<file path="src/rtl/dense3_argmax.sv">
`default_nettype none
// ============================================================================
//  Module      : dense3_argmax
//  Description : Final fully-connected layer with an argmax over its logits.
//                Activations are buffered during LOAD. Each neuron then takes
//                one weight/activation MAC per cycle plus two drain cycles.
//  Revision    : 1.0 - initial release
// ============================================================================
module dense3_argmax #(
    parameter int IN_DEPTH  = 84,
    parameter int OUT_DEPTH = 10,
    parameter int FRAC_BITS = 8
) (
    input  logic        clk,
    input  logic        rst,
    input  logic        en,
    input  logic        in_wr_en,
    input  logic [31:0] in_wr_addr,
    input  logic [15:0] in_wr_data,
    input  logic        in_done,
    output logic [9:0]  w_addr_out,
    input  logic [15:0] w_data_in,
    output logic [3:0]  b_addr_out,
    input  logic [15:0] b_data_in,
    output logic        logit_wr_en,
    output logic [3:0]  logit_wr_addr,
    output logic [15:0] logit_data,
    output logic [3:0]  class_out,
    output logic        class_valid,
    output logic        busy
);

    localparam int c_cw = $clog2(IN_DEPTH + 2);
    localparam int c_aw = $clog2(IN_DEPTH);

    localparam logic [1:0] c_st_idle = 2'd0;
    localparam logic [1:0] c_st_load = 2'd1;
    localparam logic [1:0] c_st_mac  = 2'd2;
    localparam logic [1:0] c_st_done = 2'd3;

    localparam logic [c_cw-1:0] c_cyc_mac_end = c_cw'(IN_DEPTH);
    localparam logic [c_cw-1:0] c_cyc_last    = c_cw'(IN_DEPTH + 1);
    localparam logic [3:0]      c_neuron_last = 4'(OUT_DEPTH - 1);

    localparam logic signed [31:0] c_sat_hi = 32'sd32767;
    localparam logic signed [31:0] c_sat_lo = -32'sd32768;

    logic [1:0]         r_state;
    logic [1:0]         w_next_state;
    logic [15:0]        r_buf [0:IN_DEPTH-1];
    logic [c_cw-1:0]    r_cyc;
    logic [3:0]         r_neuron;
    logic signed [15:0] r_act;
    logic signed [31:0] r_acc;
    logic signed [15:0] r_best;
    logic [3:0]         r_best_idx;
    logic [3:0]         r_class_out;
    logic               r_class_valid;
    logic               r_logit_wr_en;
    logic [3:0]         r_logit_wr_addr;
    logic [15:0]        r_logit_data;

    logic               w_enter_load;
    logic               w_enter_mac;
    logic signed [15:0] w_wdat;
    logic signed [31:0] w_prod;
    logic signed [31:0] w_acc_sum;
    logic signed [31:0] w_shift;
    logic signed [31:0] w_sum;
    logic signed [15:0] w_result;
    logic [9:0]         w_w_addr;

    always_comb begin
        w_next_state = r_state;
        case (r_state)
            c_st_idle: if (en) w_next_state = c_st_load;
            c_st_load: begin
                if (!en)          w_next_state = c_st_idle;
                else if (in_done) w_next_state = c_st_mac;
            end
            c_st_mac: begin
                if (!en)
                    w_next_state = c_st_idle;
                else if (r_neuron == c_neuron_last && r_cyc == c_cyc_last)
                    w_next_state = c_st_done;
            end
            c_st_done: if (!en) w_next_state = c_st_idle;
            default:   w_next_state = c_st_idle;
        endcase
    end

    assign w_enter_load = (r_state == c_st_idle) && en;
    assign w_enter_mac  = (r_state == c_st_load) && (w_next_state == c_st_mac);

    // Activation buffer is not reset; it is cleared on every LOAD entry instead.
    always_ff @(posedge clk) begin
        if (w_enter_load) begin
            for (int i = 0; i < IN_DEPTH; i++) r_buf[i] <= '0;
        end else if (r_state == c_st_load && in_wr_en && in_wr_addr < 32'(IN_DEPTH)) begin
            r_buf[in_wr_addr[c_aw-1:0]] <= in_wr_data;
        end
    end

    // Weight and activation for index i both arrive in cycle i+1.
    assign w_wdat    = w_data_in;
    assign w_prod    = 32'(w_wdat) * 32'(r_act);
    assign w_acc_sum = r_acc + w_prod;
    assign w_shift   = w_acc_sum >>> FRAC_BITS;
    assign w_sum     = w_shift + $signed({{16{b_data_in[15]}}, b_data_in});

    always_comb begin
        w_result = w_sum[15:0];
        if (w_sum > c_sat_hi)      w_result = 16'sh7FFF;
        else if (w_sum < c_sat_lo) w_result = -16'sh8000;
    end

    assign w_w_addr = 10'(r_neuron) * 10'(IN_DEPTH) + 10'(r_cyc);

    always_ff @(posedge clk) begin
        if (rst) begin
            r_state         <= c_st_idle;
            r_cyc           <= '0;
            r_neuron        <= '0;
            r_act           <= '0;
            r_acc           <= '0;
            r_best          <= '0;
            r_best_idx      <= '0;
            r_class_out     <= '0;
            r_class_valid   <= 1'b0;
            r_logit_wr_en   <= 1'b0;
            r_logit_wr_addr <= '0;
            r_logit_data    <= '0;
        end else begin
            r_state       <= w_next_state;
            r_logit_wr_en <= 1'b0;
            r_class_valid <= 1'b0;

            if (w_enter_load) r_class_out <= '0;

            if (w_enter_mac) begin
                r_cyc    <= '0;
                r_neuron <= '0;
            end

            if (r_state == c_st_mac) begin
                r_act <= (r_cyc < c_cyc_mac_end) ? r_buf[r_cyc[c_aw-1:0]] : '0;

                if (r_cyc == '0)
                    r_acc <= '0;
                else if (r_cyc <= c_cyc_mac_end)
                    r_acc <= w_acc_sum;

                if (r_cyc == c_cyc_mac_end) begin
                    if (en) begin
                        r_logit_wr_en   <= 1'b1;
                        r_logit_wr_addr <= r_neuron;
                        r_logit_data    <= w_result;
                    end
                    // Strict compare: on a tie the earlier neuron keeps the win.
                    if (r_neuron == '0 || w_result > r_best) begin
                        r_best     <= w_result;
                        r_best_idx <= r_neuron;
                    end
                end

                if (r_cyc == c_cyc_last) begin
                    r_cyc    <= '0;
                    r_neuron <= r_neuron + 4'd1;
                    if (en && r_neuron == c_neuron_last) begin
                        r_class_valid <= 1'b1;
                        r_class_out   <= r_best_idx;
                    end
                end else begin
                    r_cyc <= r_cyc + 1'b1;
                end
            end
        end
    end

    assign w_addr_out    = (r_state == c_st_mac) ? w_w_addr : '0;
    assign b_addr_out    = (r_state == c_st_mac) ? r_neuron : '0;
    assign logit_wr_en   = r_logit_wr_en;
    assign logit_wr_addr = r_logit_wr_addr;
    assign logit_data    = r_logit_data;
    assign class_out     = r_class_out;
    assign class_valid   = r_class_valid;
    assign busy          = (r_state != c_st_idle);

endmodule
`default_nettype wire

</file>
<file path="config.mk">
export PLATFORM = sky130hd
export DESIGN_NAME = dense3_argmax
export DESIGN_NICKNAME = d
export VERILOG_FILES = /design/src/rtl/dense3_argmax.sv
export SDC_FILE = /design/constraint.sdc
export NUM_CORES = 2
export LEC_CHECK = 0
export CAP_MARGIN = 20
export CORE_UTILIZATION = 25
export CTS_BUF_LIST = sky130_fd_sc_hd__clkbuf_8
export DETAILED_ROUTE_END_ITERATION = 8
export GPL_TIMING_DRIVEN = 0
export PLACE_DENSITY_LB_ADDON = 0.08
export SETUP_SLACK_MARGIN = 0.02
export SYNTH_ARGS = -nofsm -noshare
export SYNTH_HDL_FRONTEND = slang
export SYNTH_SLANG_ARGS = --single-unit
</file>
<file path="constraint.sdc">
create_clock -name clk -period 15.45 [get_ports clk]
set_clock_uncertainty 0.05 [all_clocks]
set_input_delay 3.09 -clock clk [delete_from_list [all_inputs] [get_ports clk]]
set_output_delay 3.09 -clock clk [all_outputs]
set_load 0.005 [all_outputs]
</file>
**Yosys cells after proc, flatten, opt, wreduce, memory -nomap -nowiden**

Memories as Yosys holds them, arrays and structs flattened. A register that Yosys moved wholly into a read port is not among the register bits.
Index checks and enable logic that the tools add are counted.

- Memories kept: 1
- Input port bits: 85
- Logic and storage cells: 91
- Register bits: 107
- Memory bits (writable): 1,344

- Reduce and logical (&&, ||, !) cells: 19
- Bitwise gates (word level): 3
- Eq/ne operators: 7
- Add/sub/neg operators: 5
- Magnitude comparators: 6
- Multiply operators: 2
- Mux-type cells: 36

Memories:

| memory | depth | width | read ports | clocked after memory_dff | write ports | RTL line | RTL |
|---|---|---|---|---|---|---|---|
| r_buf | 84 | 16 | 1 | 1 | 84 | 50 | `logic [15:0] r_buf [0:IN_DEPTH-1];` |

Operator list:

| cell | number |
|---|---|
| two-way mux 16 bit | 4 |
| two-way mux 32 bit | 2 |
| two-way mux 7 bit | 6 |
| adder 32 bit | 1 |
| < comparator 32 x 7 -> 1 bit (second input constant) | 1 |
| multiplier 16 x 16 -> 32 bit | 1 |
| two-way mux 4 bit | 8 |
| adder 24 x 16 -> 25 bit | 1 |
| greater-than comparator 25 x 16 -> 1 bit (second input constant) | 1 |
| < comparator 25 x 16 -> 1 bit (second input constant) | 1 |
| greater-than comparator 16 bit | 1 |
| OR reduction 16 bit | 1 |
| equality test 7 bit (second input constant) | 2 |
| two-way mux 2 bit | 6 |
| adder 10 x 7 -> 10 bit | 1 |
| two-way mux 10 bit | 1 |
| multiplier 4 x 5 -> 8 bit (second input constant) | 1 |
| two-way mux 1 bit | 8 |
| one-hot mux 2 bit (4 select lines) | 1 |
| adder 7 x 1 -> 7 bit (second input constant) | 1 |
| <= comparator 7 bit (second input constant) | 1 |
| logical NOT 7 bit | 1 |
| < comparator 7 bit (second input constant) | 1 |
| equality test 2 bit (second input constant) | 3 |
| other kinds (12) | 23 |

**Logic depth before layout (Yosys ltp)**

- Depth after elaboration: 11
- Mapped depth: 49
- Mapped depth without buffers: 45

**Worst setup path before layout**

No wires, ideal clock.

- Path kind: in2reg
- From: input port w_data_in[5]
- To: register r_best[0]
- Cell stages on the path: 44
- Arrival time: 13,373 ps
- Library setup time: 80 ps
- Path slack: 1,947 ps
- Buffers on the path: 4
- Path through: clkbuf_1 -> and2_1 -> fa_1 -> inv_1 -> fa_1 -> fa_1 -> fa_1 -> inv_1 -> fa_1 -> fa_1 -> ha_1 -> a21oi_1 -> o21ai_0 -> a2111o_1 -> a31oi_1 -> o21bai_1 -> a21oi_1 -> o21bai_1 -> [8 not listed] -> nand3_1 -> a2111oi_1 -> nand4_1 -> clkbuf_1 -> nor2b_1 -> o22ai_1 -> ha_1 -> and3_1 -> a221o_1 -> a221oi_1 -> o211ai_1 -> xor2_1 -> a21oi_1 -> o21a_1 -> clkbuf_1 -> clkbuf_1 -> nor2_1 -> a211oi_2

- Word-level cells in the longest chain between the ends: 9
- Elaborated cells between the ends (all ways): 10
- Those cells by class: add/sub (2); mul (1); order compare (3); mux (2); reduce/logical (2)

Ends and longest elaborated chain:

| item | RTL line | RTL |
|---|---|---|
| start, declared | 22 | `input logic [15:0] w_data_in,` |
| multiplier 16 x 16 -> 32 bit (*) | 106 | `assign w_prod = 32'(w_wdat) * 32'(r_act);` |
| adder 32 bit (*) | 107 | `assign w_acc_sum = r_acc + w_prod;` |
| adder 24 x 16 -> 25 bit (*) | 109 | `assign w_sum = w_shift + $signed({{16{b_data_in[15]}}, b_data_in});` |
| < comparator 25 x 16 -> 1 bit | 114 | `else if (w_sum < c_sat_lo) w_result = -16'sh8000;` |
| two-way mux 16 bit | 114 |  |
| two-way mux 16 bit (*) | 113 | `if (w_sum > c_sat_hi) w_result = 16'sh7FFF;` |
| net w_result[11] | 70 | `logic signed [15:0] w_result;` |
| greater-than comparator 16 bit (*) | 160 | `if (r_neuron == '0 \|\| w_result > r_best) begin` |
| logical OR 1 bit (*) | 160 |  |
| AND reduction 3 bit (no source line) (*) | n/a |  |
| end signal, assigned | 161 | `r_best <= w_result;` |
| end, declared | 55 | `logic signed [15:0] r_best;` |

Mark *: on every way through the listed nets, which the timed path passes. The rest lies on a longest branch.
A chain may end at the register's enable or synchronous reset.

**Worst setup path after layout**

- From: input port w_data_in[7]
- To: register r_best[6]

The elaborated chain is that of the path after synthesis.

==> flow_summary.yaml <==
floorplanning:
  die_width_um: 651
  std_cell_rows: 237
  pin_count: 126
  start_util: 0.252
  design.core.area_mm2: 0.418
  floorplan.die_area_mm2: 0.424
  chipHeight_um: 651
cells_and_area:
  most-common-layout-cells: "2048 x sky130_fd_sc_hd__edfxtp_1, 1492 x sky130_fd_sc_hd__and2_1, 704 x sky130_fd_sc_hd__conb_1, 672 x sky130_fd_sc_hd__mux4_2, 507 x sky130_fd_sc_hd__inv_1"
  post_route_cell_area_mm2: 0.126
  drive_above_1_share: 0.181
  area_growth_pct: 20.2
  fin_nets: 8617
  final_util: 0.303
  sequential_cell_area_mm2: 0.0638
  fill_cells: 41857
  final_cells: 13923
  multiInputGateArea_mm2: 0.0413
  layout_commonest_cell: "sky130_fd_sc_hd__edfxtp_1"
power_and_ir_drop:
  seqPwrFrac: 0.519
  peakVddDrop_uv: 56.1
  power_density_mw_per_mm2: 105
  power.switching_w: 0.00343
  total_power_w: 0.0133
  power_switching_share: 0.259
  leakagePower_nw: 45.2
  internal_power_w: 0.00983
  combinationalPowerShare: 0.089
  clkPwrFrac: 0.392
critical_path:
  path_max_fanout: 10
  worst_setup_sp_type: "input port"
  crit_path_max_incr_delay_ps: 730
  cp_common_cell: "sky130_fd_sc_hd__fa_1"
  endpoint_kind: "register"
  timing.critical_path.arrival_ps: 15770
  crit_path_max_delay_cell_type: "sky130_fd_sc_hd__clkdlybuf4s50_1"
  worst_ep_required_time_ps: 16390
  criticalPathCategory: "in -> reg"
sta:
  finalCritPeriodShare: 0.960
  slew_headroom: 0.226
  min_period_ps: 14830
  hold_violations: 0
  final_ws_setup_ps: 620
  final-max-slew-violation-count: 0
  rsz0062_at_grt: "no"
  fmax_mhz: 67.4
  setup_viol: 0
  worst_slew_pin_slew_ps: 1160
global_route:
  grtUsageTotal: 0.178
  grt_max_degree: 48
  grt_first_pass_wirelength_um: 527000
  overflow: 0
  antenna_found_initial: 51
  grt_pass1_vias: 64709
route:
  drt_pre_antenna_iters: 5
  post-route-drc-count: 0
  drt_iter0_markers: 5072
  drtAntennaViolNets: 0
  avgRoutedWirePerCell_um: 27.4
  wl_um: 381000
  routed_via_density: 4.43
  dr_total_vias: 61669
cts:
  ctsRootBufferMaster: "sky130_fd_sc_hd__clkbuf_8"
  cts_tree: "done"
  clock_sink_count: 2162
  clk_latency_ps: 1090
  h-tree-depth: 5
  clk_pin_slew_worst_paths_ps: 50
  cts.path.max_buffers: 4
  number_of_clock_buffers_inserted_by_tritoncts: 402
  holdBufCountCts: 0
logic_synthesis:
  synth-seq-cells: 2162
  netlist_area_mm2: 0.105
  asyncSetResetFlopFracSynth: 0
  synth_flop_cell: "sky130_fd_sc_hd__edfxtp_1"
  yosysUniqueCellTypes: 76
  synth_area_per_cell_um2: 15.7
  ys_seq_area_frac: 0.606
  synth_edf_count: 2048
  synth.yosys.warnings: 0
  post_synth_inst_count: 6686
status:
  outcome: "finished clean"
placement:
  placer_s_final_routability_congestion_estimate: 0.818
  worst_slack_at_placement_ps: -1580
  io_buffers: 124
  numPlacedInstances: 13166
  post_dp_cell_area_mm2: 0.119
  detailedPlacementHpwl_um: 286000
job:
  max_cap_viols: 0
hold_path:
  holdCritPathClass: "reg -> reg"
-- synthesized netlist by cell type (5+ instances only) --
library cell	n	area, um^2
sky130_fd_sc_hd__ha_1	158	1980
sky130_fd_sc_hd__xor2_1	20	175
sky130_fd_sc_hd__o21ai_0	115	576
sky130_fd_sc_hd__nor4_1	7	43.8
sky130_fd_sc_hd__edfxtp_1	2048	61500
sky130_fd_sc_hd__a311oi_1	13	114
sky130_fd_sc_hd__a31oi_1	10	62.6
sky130_fd_sc_hd__a211oi_2	5	62.6
sky130_fd_sc_hd__nand2_1	184	691
sky130_fd_sc_hd__nor3_1	16	80.1
sky130_fd_sc_hd__a21o_1	31	233
sky130_fd_sc_hd__a311oi_2	9	135
sky130_fd_sc_hd__xnor2_1	43	377
sky130_fd_sc_hd__and3_1	6	37.5
sky130_fd_sc_hd__nor2b_1	25	156
sky130_fd_sc_hd__o21a_1	13	97.6
sky130_fd_sc_hd__fa_1	295	5910
sky130_fd_sc_hd__mux2i_1	21	210
sky130_fd_sc_hd__o22ai_1	12	75.1
sky130_fd_sc_hd__o211ai_1	5	37.5
sky130_fd_sc_hd__a21oi_1	93	465
sky130_fd_sc_hd__nand3b_1	7	52.6
sky130_fd_sc_hd__a211oi_1	23	173
sky130_fd_sc_hd__nand2b_1	13	81.3
sky130_fd_sc_hd__a22oi_1	20	150
sky130_fd_sc_hd__dfxtp_1	114	2280
sky130_fd_sc_hd__nand4_1	10	62.6
sky130_fd_sc_hd__nor2_1	253	950
sky130_fd_sc_hd__mux4_2	672	15100
sky130_fd_sc_hd__o21bai_1	6	45.0
sky130_fd_sc_hd__buf_1	63	236
sky130_fd_sc_hd__clkbuf_1	420	1580
sky130_fd_sc_hd__inv_1	357	1340
sky130_fd_sc_hd__nand3_1	32	160
sky130_fd_sc_hd__and2_1	1492	9330
-- state kept, by name, summed over array words and instances, names as in the netlist, 7 cells and up, named ones only --
name	flops
r_act	16
logit_data	16
r_cyc	7
r_acc	32
r_best	16
r_buf	2048
-- worst paths after layout --
path              slack (ps)           end  cells past startpoint     startpoint
setup / recovery         620     r_best[6]                     42   w_data_in[7]
hold / removal           400  class_out[2]                      2  r_best_idx[2]
setup reg to reg        2580     r_best[6]                     43       r_act[7]
hold reg to reg          400  class_out[2]                      2  r_best_idx[2]
-- cell families after synthesis --
logic type / synth area share
other cells: 0.0000356
compound gates: 0.0249
mux: 0.146
fa+ha+maj: 0.0749
simple gates: 0.113
buf+inv: 0.0304
xor+xnor: 0.00524
flops: 0.606
-- layer usage --
metal,routed length (um),GRT usage,part of all wire,up-vias
li1,-,-,-,26767
met1,181000,0.256,0.47,32893
met2,174000,0.282,0.46,1528
met3,17700,0.0248,0.046,477
met4,9510,0.0430,0.025,4
met5,27,0,0.000071,-
-- repair_timing --
item,in CTS,in global routing
endpoints found under the setup margin,16,20
hold endpoints to repair,0,0
buffers inserted,1,0
pin swaps,1,0
resized for setup,9,24
-- cell type report --
| cell class | instances | area share |
|---|---|---|
| inverter | 357 | 0.0106 |
| clock buffer | 416 | 0.0453 |
| tap | 5497 | 0.0544 |
| multi-input combinational | 4381 | 0.327 |
| antenna | 36 | 0.000712 |
| sequential | 2162 | 0.504 |
| timing repair buffer | 287 | 0.0307 |
| buffer | 488 | 0.0153 |
| clock inverter | 299 | 0.0121 |
-- power groups by stage --
stage	registers [W]	clock network (W)	logic (W)
after floorplan	0.00697	0	0.000578
after global placement	0.00702	0	0.00110
after detailed placement	0.00701	0	0.00119
after CTS	0.00689	0.00540	0.00119
after global routing	0.00692	0.00561	0.00126
final	0.00688	0.00520	0.00118
-- worst max-delay path: cells and delay by family --
family	cells	cell delay, ps
buffers and inverters	8	2220
AND/OR/NAND/NOR	6	1240
AO/OA/AOI/OAI	17	4690
adder cells (fa/ha/maj)	9	3900
XOR/XNOR	2	590
-- stage by stage --
stage	setup TNS, ps	hold slack [ps]
3_5_place_dp	-29110	401
5_1_grt	0	422
4_1_cts	0	404
6_report	0	404
2_1_floorplan	0	381
3_3_place_gp	-29470	394
No activity file was read; power rests on OpenSTA's default activity.
